===== config.mk =====
export PLATFORM = sky130hd
export DESIGN_NAME = elevator_call_scheduler
export DESIGN_NICKNAME = d
export VERILOG_FILES = /design/src/rtl/elevator_call_scheduler.sv
export SDC_FILE = /design/constraint.sdc
export NUM_CORES = 1
export LEC_CHECK = 0
export ABC_AREA = 1
export CORE_MARGIN = 2
export CORE_UTILIZATION = 57
export CTS_BUF_LIST = sky130_fd_sc_hd__clkbuf_2
export DETAILED_ROUTE_END_ITERATION = 10
export MAX_ROUTING_LAYER = met4
export PLACE_DENSITY_LB_ADDON = 0.1
export REMOVE_ABC_BUFFERS = 1
export SLEW_MARGIN = 30
export SYNTH_ARGS = -nofsm -noshare
export SYNTH_HDL_FRONTEND = slang
export SYNTH_SLANG_ARGS = --single-unit

===== constraint.sdc =====
create_clock -name clk -period 4.1 [get_ports clk]
set_clock_uncertainty 0.1 [all_clocks]
set_input_delay 1.025 -clock clk [delete_from_list [all_inputs] [get_ports clk]]
set_output_delay 1.025 -clock clk [all_outputs]
set_load 0.005 [all_outputs]

===== src/rtl/elevator_call_scheduler.sv =====
// elevator_call_scheduler
// Latches floor calls for a 4-floor car, picks the next target with a SCAN
// (keep-direction) policy, commands car movement and owns door dwell timing.
// All outputs are registered. The optional MOVE watchdog is compiled in when
// the macro ELEV_SCHED_WDOG_EN is defined; without it fault is tied low and
// MOVE waits for arrival indefinitely.
//
// Handshake with the car datapath: move_req stays high for the whole MOVE
// state while target_floor is held (or retargeted to a nearer call on the
// way); the car answers with car_arrived, which is accepted only together
// with car_floor == target_floor and only while moving.
module elevator_call_scheduler #(
  parameter int DWELL_CYCLES = 8,
  parameter int WDOG_CYCLES  = 64
) (
  input  logic       clk,
  input  logic       reset,
  input  logic [3:0] call_req,
  input  logic [1:0] car_floor,
  input  logic       car_arrived,
  input  logic       sw_open,
  input  logic       sw_close,
  output logic [1:0] target_floor,
  output logic       move_req,
  output logic       door_open,
  output logic       dir_up,
  output logic [3:0] pending,
  output logic       fault,
  output logic [1:0] dbg_state
);

  typedef enum logic [1:0] {S_IDLE, S_SELECT, S_MOVE, S_DOOR} state_t;

  localparam int DW = $clog2(DWELL_CYCLES);
  localparam logic [DW-1:0] DWELL_LOAD = DW'(DWELL_CYCLES - 1);

  state_t          r_state;
  state_t          w_state_nxt;
  logic [1:0]      r_target;
  logic            r_dir_up;
  logic [3:0]      r_pending;
  logic            r_move_req;
  logic            r_door_open;
  logic [DW-1:0]   r_dwell;

  logic [3:0]      w_calls;
  logic [3:0]      w_floor_oh;
  logic [3:0]      w_target_oh;
  logic            w_here;
  logic            w_arrive;
  logic            w_reload;
  logic            w_expire;
  logic            w_wdog_trip;
  logic            w_above_vld, w_below_vld, w_rt_vld, w_sel_vld;
  logic [1:0]      w_above, w_below, w_rt, w_sel_floor;
  logic            w_sel_dir;
  logic [1:0]      w_target_nxt;
  logic            w_dir_nxt;
  logic [3:0]      w_pending_nxt;
  logic [DW-1:0]   w_dwell_nxt;

`ifdef ELEV_SCHED_WDOG_EN
  localparam int WW = $clog2(WDOG_CYCLES + 1);
  localparam logic [WW-1:0] WDOG_LAST = WW'(WDOG_CYCLES - 1);
  logic [WW-1:0] r_wdog;
  logic          r_fault;

  // Watchdog: counts MOVE cycles, restarts on state entry and on retarget; fault is sticky
  always_ff @(posedge clk or negedge reset) begin
    if (!reset) begin
      r_wdog  <= '0;
      r_fault <= 1'b0;
    end else begin
      if (r_state == S_MOVE && w_state_nxt == S_MOVE && !(w_rt_vld && !car_arrived))
        r_wdog <= r_wdog + 1'b1;
      else
        r_wdog <= '0;
      if (w_wdog_trip) r_fault <= 1'b1;
    end
  end

  assign w_wdog_trip = (r_state == S_MOVE) && !w_arrive && (r_wdog == WDOG_LAST);
  assign w_calls     = r_fault ? 4'b0000 : call_req;
  assign fault       = r_fault;
`else
  assign w_wdog_trip = 1'b0;
  assign w_calls     = call_req;
  assign fault       = 1'b0;
`endif

  assign w_floor_oh  = 4'b0001 << car_floor;
  assign w_target_oh = 4'b0001 << r_target;
  assign w_here      = r_pending[car_floor];
  assign w_arrive    = car_arrived && (car_floor == r_target);
  assign w_reload    = sw_open || call_req[car_floor];
  assign w_expire    = !w_reload && (sw_close || (r_dwell == '0));

  // Nearest pending floor above and below the car, plus nearest new call on the way
  always_comb begin
    w_above_vld = 1'b0;
    w_above     = 2'd0;
    w_below_vld = 1'b0;
    w_below     = 2'd0;
    w_rt_vld    = 1'b0;
    w_rt        = 2'd0;
    for (int i = 3; i >= 0; i--) begin
      if (r_pending[i] && i > int'(car_floor)) begin
        w_above_vld = 1'b1;
        w_above     = i[1:0];
      end
      if (r_dir_up && w_calls[i] && i > int'(car_floor) && i < int'(r_target)) begin
        w_rt_vld = 1'b1;
        w_rt     = i[1:0];
      end
    end
    for (int i = 0; i < 4; i++) begin
      if (r_pending[i] && i < int'(car_floor)) begin
        w_below_vld = 1'b1;
        w_below     = i[1:0];
      end
      if (!r_dir_up && w_calls[i] && i < int'(car_floor) && i > int'(r_target)) begin
        w_rt_vld = 1'b1;
        w_rt     = i[1:0];
      end
    end
  end

  // SCAN choice: keep direction while calls remain ahead, otherwise reverse
  always_comb begin
    w_sel_vld   = 1'b0;
    w_sel_floor = r_target;
    w_sel_dir   = r_dir_up;
    if (r_dir_up) begin
      if (w_above_vld) begin
        w_sel_vld = 1'b1; w_sel_floor = w_above; w_sel_dir = 1'b1;
      end else if (w_below_vld) begin
        w_sel_vld = 1'b1; w_sel_floor = w_below; w_sel_dir = 1'b0;
      end
    end else begin
      if (w_below_vld) begin
        w_sel_vld = 1'b1; w_sel_floor = w_below; w_sel_dir = 1'b0;
      end else if (w_above_vld) begin
        w_sel_vld = 1'b1; w_sel_floor = w_above; w_sel_dir = 1'b1;
      end
    end
  end

  // State register
  always_ff @(posedge clk or negedge reset) begin
    if (!reset) r_state <= S_IDLE;
    else        r_state <= w_state_nxt;
  end

  // Next-state logic
  always_comb begin
    w_state_nxt = r_state;
    case (r_state)
      S_IDLE:   if (r_pending != 4'b0000) w_state_nxt = S_SELECT;
      S_SELECT: begin
        if (w_here)         w_state_nxt = S_DOOR;
        else if (w_sel_vld) w_state_nxt = S_MOVE;
        else                w_state_nxt = S_IDLE;
      end
      S_MOVE: begin
        if (w_wdog_trip)   w_state_nxt = S_IDLE;
        else if (w_arrive) w_state_nxt = S_DOOR;
      end
      S_DOOR:   if (w_expire) w_state_nxt = (w_pending_nxt != 4'b0000) ? S_SELECT : S_IDLE;
      default:  w_state_nxt = S_IDLE;
    endcase
  end

  // Output logic: next values of the registered outputs and datapath
  always_comb begin
    w_target_nxt  = r_target;
    w_dir_nxt     = r_dir_up;
    w_pending_nxt = r_pending | w_calls;
    w_dwell_nxt   = (r_state != S_DOOR || w_reload) ? DWELL_LOAD : r_dwell - 1'b1;
    case (r_state)
      S_SELECT: begin
        if (w_here) begin
          w_pending_nxt = (r_pending | w_calls) & ~w_floor_oh;
        end else if (w_sel_vld) begin
          w_target_nxt = w_sel_floor;
          w_dir_nxt    = w_sel_dir;
        end
      end
      S_MOVE: begin
        if (w_wdog_trip)                  w_pending_nxt = 4'b0000;
        else if (w_arrive)                w_pending_nxt = (r_pending | w_calls) & ~w_target_oh;
        else if (w_rt_vld && !car_arrived) w_target_nxt = w_rt;
      end
      S_DOOR:   w_pending_nxt = r_pending | (w_calls & ~w_floor_oh);
      default:  ;
    endcase
  end

  // Registered outputs and datapath
  always_ff @(posedge clk or negedge reset) begin
    if (!reset) begin
      r_target    <= 2'd0;
      r_dir_up    <= 1'b1;
      r_pending   <= 4'b0000;
      r_move_req  <= 1'b0;
      r_door_open <= 1'b0;
      r_dwell     <= DWELL_LOAD;
    end else begin
      r_target    <= w_target_nxt;
      r_dir_up    <= w_dir_nxt;
      r_pending   <= w_pending_nxt;
      r_move_req  <= (w_state_nxt == S_MOVE);
      r_door_open <= (w_state_nxt == S_DOOR);
      r_dwell     <= w_dwell_nxt;
    end
  end

  assign target_floor = r_target;
  assign move_req     = r_move_req;
  assign door_open    = r_door_open;
  assign dir_up       = r_dir_up;
  assign pending      = r_pending;
  assign dbg_state    = r_state;

endmodule


==> impl_metrics.ini <==
[status]
outcome = finished, final reports clean

[logic_synthesis]
synth_top_area_cell = sky130_fd_sc_hd__dfrtp_1
synth_enable_flop_cells = 0
ys_dominant_reg_cell = sky130_fd_sc_hd__dfrtp_1
synthDominantCellAreaShare_pct = 21.2
synth_area_per_cell_sq_um = 6.58
cell_types_with_the_largest_area_share_after_synthesis = sky130_fd_sc_hd__dfrtp_1 (21%), sky130_fd_sc_hd__nand2_1 (14%), sky130_fd_sc_hd__inv_1 (10%)
yosysWarnings = 0
synthDistinctLibCells = 32
postSynthCellCount = 179
netlist_top_cells_count = sky130_fd_sc_hd__nand2_1 (44), sky130_fd_sc_hd__inv_1 (32), sky130_fd_sc_hd__nor2_1 (14)
synth-seq-area-share_pct = 30.1
post-synth-top-count-cell = sky130_fd_sc_hd__nand2_1
synth_seq_cells = 14
synthesis.area_sq_um = 1180
async_flop_share_pct = 100

[die]
initial_core_utilization_pct = 60.1
fp.coreArea_sq_um = 1960
ioPinCount = 23
floorplan.die.width_microns = 49.5
floorplan.die.height_microns = 49.5
rows = 16
design.die.area_sq_um = 2450

[timing]
final.min_clock_period_ps = 2800
worst_hold_slack_ps = 374
final-setup-viol-count = 0
timing.final.crit_share_pct = 68.4
worst_slew_margin_relative_to_its_limit_pct = 57.8
fin_setup_tns_ps = 0
fmax_ghz = 0.357
grt_setup_unrepaired = no
timing_max_transition_violations_final = 0
worst-slew-pin-transition_ps = 630
timing.final.hold_violations = 0

[route]
post_route_ant_nets = 0
drc_errors = 0
vias = 1242
mean_routed_wirelength_per_cell_microns = 13.0
drt_iter0_drc = 42
drt_first_pass_iters = 4
detail_route.vias_per_cell = 5.42
wl_microns = 2980

[global_route]
antenna_found_initial = 0
grt_start_max_net_pins = 15
grt_overflow_total = 0
track_usage_pct = 29.4
grt_first_pass_wirelength_microns = 5270
grt_pass1_vias = 1210

[clock_tree]
cts_tree = yes
cts_hold_repair.buffers = 0
cts_inserted_buffers = 3
htree_num_levels = 1
post_cts.repair.setup_buffers = 0
cts_repair_resize_count = 0
clock_sinks = 14
cts-root-buf = sky130_fd_sc_hd__clkbuf_2
cts.clk_slew.worst_paths_ps = 140
clockBufferDepth = 2
worstSkewPairLatency_ps = 290

[flow_run]
total_of_max_cap_violations = 0

[power_and_ir_drop]
peakVddDrop_mv = 0.444
power_density_nw_per_um2 = 612
p_int_mw = 0.443
p_sw_share_pct = 49.1
fin_total_pwr_mw = 0.871
share_seq_of_total_power_pct = 30.7
switchingPower_mw = 0.428
power.combinational.fraction_pct = 61.3
power.clock.fraction_pct = 7.9
leakage_nw = 0.743

[critical_path]
reg2reg_depth = 12
reg2reg_from = dbg_state[0]
required_ps = 4190
regToRegEndpoint = door_open
cp-end-kind = flop
endpoint = door_open
worstSetupPathType = input port to flop
crit_path_start_kind = input port
crit_path_max_fanout = 10
worst_ep_arrival_time_ps = 2890
crit_path_start = car_floor[1]
r2r_setup_slack_ps = 2220

[finish]
final_layout_size_suffix_gt1_share_pct = 19.8
layout.nets = 216
antennaDiodeCount = 0
finalCoreUtilization_pct = 72.5
syn2layout_area_growth_pct = 20.7

[place]
gp_routability_congestion = 1.03
dp_hpwl_microns = 2360
io_buffer_count = 21

[hold_path]
timing.hold.worst.class = flop to flop
==> cell type report <==
cell class                 count  area (sq um)
sequential                    14           355
timing repair buffer          21           210
clock buffer                   3          15.0
inverter                      39           150
fill                         171           539
tap                           27          33.8
clock inverter                 1          3.75
multi-input combinational    124           654
==> critical path, cell delays in order <==
cell                              delay, ps
sky130_fd_sc_hd__clkdlybuf4s50_1        750
sky130_fd_sc_hd__inv_4                  100
sky130_fd_sc_hd__nand2_1                 90
sky130_fd_sc_hd__nand2_2                 60
sky130_fd_sc_hd__nor2_4                 100
sky130_fd_sc_hd__nand2_2                 80
sky130_fd_sc_hd__o21ai_2                160
sky130_fd_sc_hd__nand2_2                 80
sky130_fd_sc_hd__nand2_4                 60
sky130_fd_sc_hd__nand3_2                 60
sky130_fd_sc_hd__o21bai_2               120
sky130_fd_sc_hd__nand2_2                 80
sky130_fd_sc_hd__nand2_2                 80
sky130_fd_sc_hd__nor2_2                  30
==> stage by stage <==
stage | cell area (sq um) | worst slack [ps] | cells
after floorplan | 1160 | 1970 | 177
after global placement | 1400 | 1030 | 225
after detailed placement | 1400 | 998 | 225
after CTS | 1420 | 1310 | 229
after global routing | 1420 | 1200 | 229
final | 1420 | 1300 | 229
==> sequential cells by signal, summed over array words and instances, names as in the netlist <==
| signal | flops |
|---|---|
| pending | 4 |
| door_open | 1 |
| dir_up | 1 |
| r_dwell | 3 |
| target_floor | 2 |
| move_req | 1 |
| dbg_state | 2 |
==> power groups by stage <==
stage,clock (mW),sequential [mW],combinational (mW)
2_1_floorplan,0,0.256,0.341
3_3_place_gp,0,0.266,0.518
3_5_place_dp,0,0.269,0.527
4_1_cts,0.0712,0.265,0.532
5_1_grt,0.0811,0.278,0.601
6_report,0.0691,0.268,0.534
==> cells in the final DEF (no fill, tap or decap) <==
cell type and n:
sky130_fd_sc_hd__nor3_1 2, sky130_fd_sc_hd__nand3_1 7, sky130_fd_sc_hd__o21ai_2 2, sky130_fd_sc_hd__a31oi_1 1
sky130_fd_sc_hd__inv_1 32, sky130_fd_sc_hd__dfstp_2 4, sky130_fd_sc_hd__a21oi_2 2, sky130_fd_sc_hd__nand2_2 12
sky130_fd_sc_hd__o21bai_2 1, sky130_fd_sc_hd__inv_4 1, sky130_fd_sc_hd__o21ai_0 7, sky130_fd_sc_hd__a21oi_1 8
sky130_fd_sc_hd__clkbuf_2 3, sky130_fd_sc_hd__nor2_1 14, sky130_fd_sc_hd__o2111ai_1 2, sky130_fd_sc_hd__nand4_1 3
sky130_fd_sc_hd__clkinv_1 1, sky130_fd_sc_hd__xnor2_1 1, sky130_fd_sc_hd__conb_1 1, sky130_fd_sc_hd__clkinv_2 1
sky130_fd_sc_hd__o21ai_1 4, sky130_fd_sc_hd__nand2_4 1, sky130_fd_sc_hd__a22oi_1 1, sky130_fd_sc_hd__nor2_2 5
sky130_fd_sc_hd__nand3_2 1, sky130_fd_sc_hd__inv_2 5, sky130_fd_sc_hd__ha_1 2, sky130_fd_sc_hd__nand3_4 1
sky130_fd_sc_hd__nor2_4 1, sky130_fd_sc_hd__clkdlybuf4s50_1 21, sky130_fd_sc_hd__dfrtp_1 10, sky130_fd_sc_hd__o22ai_1 1
sky130_fd_sc_hd__nand2_1 44
==> logic make-up after synthesis <==
logic type | count (synthesis) | share of synthesized area (%)
and+or+nand+nor | 91 | 37.2
adders and majority gates | 2 | 2.12
AOI/OAI and AO/OA | 29 | 15.2
DFF | 14 | 30.1
buffers and inverters | 41 | 14.3
xor gates and xnor gates | 1 | 0.743
other | 1 | 0.318
==> how the worst min path moves through the flow <==
| stage | startpoint | end | slack, ps | cells after the start |
|---|---|---|---|---|
| 2_1_floorplan | r_dwell[0] | r_dwell[0] | 330 | 1 |
| 3_3_place_gp | r_dwell[0] | r_dwell[0] | 340 | 1 |
| 3_5_place_dp | r_dwell[0] | r_dwell[0] | 340 | 1 |
| 4_1_cts | r_dwell[0] | r_dwell[0] | 380 | 1 |
| 5_1_grt | r_dwell[0] | r_dwell[0] | 400 | 1 |
| 6_report | r_dwell[0] | r_dwell[0] | 370 | 1 |
==> metal layers <==
| layer | GRT usage [%] | up-vias | part of all wire [%] |
|---|---|---|---|
| li1 | - | 605 | - |
| met2 | 47.5 | 65 | 49 |
| met1 | 34.7 | 560 | 40 |
| met4 | 14.4 | 0 | 3.3 |
| met3 | 6.67 | 12 | 7.3 |
| met5 | - | - | 0 |
Power figures use the tool's default switching activity.
